===== src/rtl/uart_tx_byte.sv =====
// 8N1 UART transmitter fed by the PISO byte stream over a valid/ready handshake.
// Counts completed bytes and pulses block_done at the end of each AES block.
`timescale 1ns/1ps

module uart_tx_byte #(
   parameter int unsigned CLKS_PER_BIT    = 434,
   parameter int unsigned BYTES_PER_BLOCK = 16
) (
   input  logic       clk,
   input  logic       reset,
   input  logic [7:0] tx_data,
   input  logic       tx_valid,
   output logic       tx_ready,
   output logic       tx,
   output logic       busy,
   output logic       byte_done,
   output logic       block_done
);

   localparam int unsigned BaudW = (CLKS_PER_BIT > 1) ? $clog2(CLKS_PER_BIT) : 1;
   localparam int unsigned CntW  = $clog2(BYTES_PER_BLOCK) + 1;

   localparam logic [BaudW-1:0] BaudLast = BaudW'(CLKS_PER_BIT - 1);
   localparam logic [CntW-1:0]  CntLast  = CntW'(BYTES_PER_BLOCK - 1);

   typedef enum logic [1:0] {
      StIdle,
      StStart,
      StData,
      StStop
   } state_e;

   state_e            state_q, state_d;
   logic [BaudW-1:0]  baud_q, baud_d;
   logic [2:0]        bit_idx_q, bit_idx_d;
   logic [7:0]        shift_q, shift_d;
   logic [CntW-1:0]   byte_cnt_q, byte_cnt_d;
   logic              tx_q, tx_d;
   logic              tx_ready_q, tx_ready_d;
   logic              busy_q, busy_d;
   logic              byte_done_q, byte_done_d;
   logic              block_done_q, block_done_d;
   logic              baud_last;

   assign baud_last = (baud_q == BaudLast);

   always_comb begin
      state_d      = state_q;
      baud_d       = baud_q;
      bit_idx_d    = bit_idx_q;
      shift_d      = shift_q;
      byte_cnt_d   = byte_cnt_q;
      tx_d         = tx_q;
      tx_ready_d   = tx_ready_q;
      busy_d       = busy_q;
      byte_done_d  = 1'b0;
      block_done_d = 1'b0;

      unique case (state_q)
         StIdle: begin
            if (tx_valid && tx_ready_q) begin
               state_d    = StStart;
               shift_d    = tx_data;
               baud_d     = '0;
               bit_idx_d  = '0;
               tx_d       = 1'b0;
               tx_ready_d = 1'b0;
               busy_d     = 1'b1;
            end
         end

         StStart: begin
            if (baud_last) begin
               baud_d  = '0;
               state_d = StData;
               tx_d    = shift_q[0];
            end else begin
               baud_d = baud_q + 1'b1;
            end
         end

         StData: begin
            if (baud_last) begin
               baud_d = '0;
               if (bit_idx_q == 3'd7) begin
                  state_d = StStop;
                  tx_d    = 1'b1;
               end else begin
                  // Shift so the next bit to send always sits at shift_q[0].
                  bit_idx_d = bit_idx_q + 1'b1;
                  shift_d   = {1'b0, shift_q[7:1]};
                  tx_d      = shift_q[1];
               end
            end else begin
               baud_d = baud_q + 1'b1;
            end
         end

         StStop: begin
            if (baud_last) begin
               baud_d      = '0;
               state_d     = StIdle;
               tx_ready_d  = 1'b1;
               busy_d      = 1'b0;
               byte_done_d = 1'b1;
               if (byte_cnt_q == CntLast) begin
                  block_done_d = 1'b1;
                  byte_cnt_d   = '0;
               end else begin
                  byte_cnt_d = byte_cnt_q + 1'b1;
               end
            end else begin
               baud_d = baud_q + 1'b1;
            end
         end

         default: begin
            state_d = StIdle;
         end
      endcase
   end

   always_ff @(posedge clk or negedge reset) begin
      if (!reset) begin
         state_q      <= StIdle;
         baud_q       <= '0;
         bit_idx_q    <= '0;
         shift_q      <= '0;
         byte_cnt_q   <= '0;
         tx_q         <= 1'b1;
         tx_ready_q   <= 1'b1;
         busy_q       <= 1'b0;
         byte_done_q  <= 1'b0;
         block_done_q <= 1'b0;
      end else begin
         state_q      <= state_d;
         baud_q       <= baud_d;
         bit_idx_q    <= bit_idx_d;
         shift_q      <= shift_d;
         byte_cnt_q   <= byte_cnt_d;
         tx_q         <= tx_d;
         tx_ready_q   <= tx_ready_d;
         busy_q       <= busy_d;
         byte_done_q  <= byte_done_d;
         block_done_q <= block_done_d;
      end
   end

   assign tx         = tx_q;
   assign tx_ready   = tx_ready_q;
   assign busy       = busy_q;
   assign byte_done  = byte_done_q;
   assign block_done = block_done_q;

endmodule


===== config.mk =====
export PLATFORM = sky130hd
export DESIGN_NAME = uart_tx_byte
export DESIGN_NICKNAME = d
export VERILOG_FILES = /design/src/rtl/uart_tx_byte.sv
export SDC_FILE = /design/constraint.sdc
export NUM_CORES = 1
export LEC_CHECK = 0
export ABC_AREA = 1
export CAP_MARGIN = 40
export CORE_AREA = 2 2 83 45
export CTS_CLUSTER_DIAMETER = 40
export DETAILED_ROUTE_END_ITERATION = 8
export DIE_AREA = 0 0 85 47
export GPL_ROUTABILITY_DRIVEN = 0
export PLACE_DENSITY = 0.72
export SETUP_SLACK_MARGIN = 0.05
export SYNTH_ARGS = -nofsm -noshare
export SYNTH_HDL_FRONTEND = slang
export SYNTH_SLANG_ARGS = --single-unit

===== constraint.sdc =====
create_clock -name clk -period 2.1 [get_ports clk]
set_clock_uncertainty 0.1 [all_clocks]
set_input_delay 0.42 -clock clk [delete_from_list [all_inputs] [get_ports clk]]
set_output_delay 0.42 -clock clk [all_outputs]
set_load 0.005 [all_outputs]

==> metrics.yaml, run 1 <==
crit_start: "state_q[0]"
rsz0062_at_grt: "no"
drive_gt1_share_pct: 12.7
hold_path_class: "flip-flop to flip-flop"
core_area_um2: 3280
synth_top_family_by_area: "simple AND/OR/NAND/NOR gates"
diodes: 0
synthArstFlopShare_pct: 100
grt_max_degree: 33
crit_fanout: 22
setup_tns_ps: 0
fillers: 273
io_pins: 16
path_class: "flip-flop to flip-flop"
p_leak_nw: 0.961
status: "complete, no violations"
dp_hpwl_um: 2480
avgSynthCellArea_um2: 8.73
drt-total-wl_um: 3390
fin_nets: 241
drc: 0
syn-cell-area_um2: 1720
syn_inst: 197
drtPass1Iterations: 4
cts_tree: "done"
die_width_um: 85
insertion_delay_ps: 280
num_rows: 15
clkSlewWorstSetupHoldPaths_ps: 60
synth-compound-area-share_pct: 12.4
cts_setup_buffers: 0
period_minus_slack_ps: 1830
cpMostUsedCell: "buf_4"
grt_pass1_vias: 1226
h-tree-depth: 2
max_slew.worst_pin.slew_ps: 403
numPortBuffers: 15
clock_path_buffers: 2
drt-initial-drc-count: 103
powerDensity_nw_per_um2: 548
crit_path_max_incr_delay_ps: 420
synth_edf_count: 0
finalHoldViolations: 0
path_delay_family: "buffers and inverters"
synth_mux_area_share_pct: 3.49
num_vias: 1384
crit_chain: "inv_1 > ha_1 > buf_4 > o21ai_1 > nand3_2 > buf_4 > nand2_1 > o21ai_2"
synthXorXnorAreaFrac_pct: 2.04
required_ps: 2200
synth_top_area_share_pct: 43.6
cts.sinks: 32
yosysUniqueCellTypes: 27
fin_util_pct: 61.2
viasPerCell: 5.26
initial_utilization_pct: 52.4
cpMaxStageDelayCell: "dfrtp_1"
ys_ff_latch: 32
synthAdderAreaFrac_pct: 7.27
hold_buffers: 0
arrival_ps: 1930
syn-num-nets: 218
startpoint_type: "flip-flop"
ys.flop_type: "dfrtp_1"
slew_violations: 0
cp-end-kind: "flip-flop"
multi_input_area_um2: 815
die_y_um: 47
maxCapViolations: 0
overflow: 0
hold_start: "byte_cnt_q[4]"
vdd_drop_max_mv: 0.429
antenna_found_initial: 0
r2r_start: "state_q[0]"
fin_crit_sh_pct: 87.2
die_area_um2: 4000
grt_use_total_pct: 19.2
cp_num_buf_inv: 3
yosysSeqAreaShare_pct: 46.7
ant_nets: 0
slew_headroom_pct: 73.1
setup_viol: 0
wl_per_cell_um: 12.9
cts_resized: 0
yosys_warnings: 0
synth_top_area_cell: "dfrtp_1"
clock.fmax_mhz: 546
synth_area_leaders: "dfrtp_1 44%, nand2_1 13%, ha_1 7.3%"
synth_simple_gate_area_share_pct: 22.2
cts_root_buf: "clkbuf_8"
regArea_um2: 803
grt_pass1_wl_um: 5660
numCtsBuffers: 5
synthToLayoutAreaGrowth_pct: 16.8
## registers in the layout, indices dropped and copies added, names as in the netlist
register,count
baud_q,9
bit_idx_q,3
block_done,1
busy,1
byte_cnt_q,5
byte_done,1
shift_q,8
state_q,2
tx,1
tx_ready,1
## cell usage in the layout, fill, tap and decap left out, types with 2 or more instances in the layout
cell type        netlist  final
dfstp_2                2      2
o21ai_2               11     11
clkbuf_1               0      3
mux2i_1                6      6
nor2_1                 5      5
nand4_1                4      4
dfrtp_1               30     30
xnor2_1                3      3
nand2_1               59     59
o22ai_1                3      3
buf_4                  1      4
clkdlybuf4s50_1        0     15
clkbuf_8               0      5
a21oi_1                3      3
o21ai_1                2      2
nand3_1               13     13
o21ai_0               13     13
or2_2                  2      2
inv_1                 20     20
ha_1                  10     10
## per-stage QoR
| step | power [mW] | setup WS (ps) | instance area [µm²] | cells | hold slack [ps] |
|---|---|---|---|---|---|
| after floorplan | 0.634 | 388 | 1720 | 197 | 24.4 |
| after global placement | 0.665 | 293 | 1930 | 255 | 319 |
| after detailed placement | 0.667 | 263 | 1930 | 255 | 326 |
| after CTS | 1.12 | 260 | 2010 | 263 | 334 |
| after global routing | 1.15 | 136 | 2010 | 263 | 354 |
| final | 1.10 | 270 | 2010 | 263 | 333 |
## cell type report
cell class                      count  area share, %
Inverter                           21           3.92
Tap cell                           42           2.62
Multi-Input combinational cell    141           40.5
Sequential cell                    32           40.0
Clock buffer                        8           3.99
Timing Repair Buffer               19           8.97
## final timing paths
| check | endpoint | slack (ps) | cells after the start |
|---|---|---|---|
| setup / recovery | shift_q[5] | 270 | 8 |
| hold / removal | block_done | 330 | 1 |
| setup reg to reg | shift_q[5] | 270 | 8 |
| hold reg to reg | block_done | 330 | 1 |
| max in group asynchronous | tx_ready | 1130 | 2 |
| min in group asynchronous | baud_q[2] | 430 | 2 |
## where the power goes
part	switching [mW]	internal, mW	leakage, nW
Combinational	0.0174	0.0196	0.529
Sequential	0	0.617	0.393
Clock	0.213	0.235	0.0395
## per-layer routing
layer	wire length (µm)	global-route usage, %	share of wire, %	vias up
li1	-	-	-	686
met1	1670	25.0	49	654
met2	1490	30.0	44	39
met5	0	0	0	-
met3	184	7.03	5.4	5
met4	46	7.62	1.4	0
## cells in the mapped netlist (3+ instances only)
cell / number
inv_1: 20
o21ai_2: 11
nand3_1: 13
nand2_1: 59
xnor2_1: 3
dfrtp_1: 30
nor2_1: 5
mux2i_1: 6
nand4_1: 4
a21oi_1: 3
o22ai_1: 3
o21ai_0: 13
ha_1: 10
## cells by family after synthesis
kind of cell,Yosys count
and+or+nand+nor,88
AOI/OAI and AO/OA,33
DFF,32
buffers and inverters,24
adders and majority gates,10
muxes,6
xor gates and xnor gates,4
## worst reg2reg max path, cell delays in order, from the launching register on
cell and delay [ps]:
dfrtp_1 420, inv_1 130, ha_1 200, buf_4 240, o21ai_1 110, nand3_2 80
buf_4 270, nand2_1 120, o21ai_2 80
(Power assumes the default switching activity.)
==> run 2: changes to the inputs <==
==> constraint.sdc (replaced) <==
create_clock -name clk -period 2.1 [get_ports clk]
set_clock_uncertainty 0.1 [all_clocks]
set_input_delay 0.42 -clock clk [delete_from_list [all_inputs] [get_ports clk]]
set_output_delay 0.42 -clock clk [all_outputs]
set_load 0.01 [all_outputs]
==> results of run 2 <==
Same layout as run 1 (identical final DEF). Status: complete, no violations.
Among the figures that moved: setup slack after layout 270 ps -> 235 ps; start point of the critical path state_q[0] -> tx_ready; end point of the critical path shift_q[5] -> tx_ready
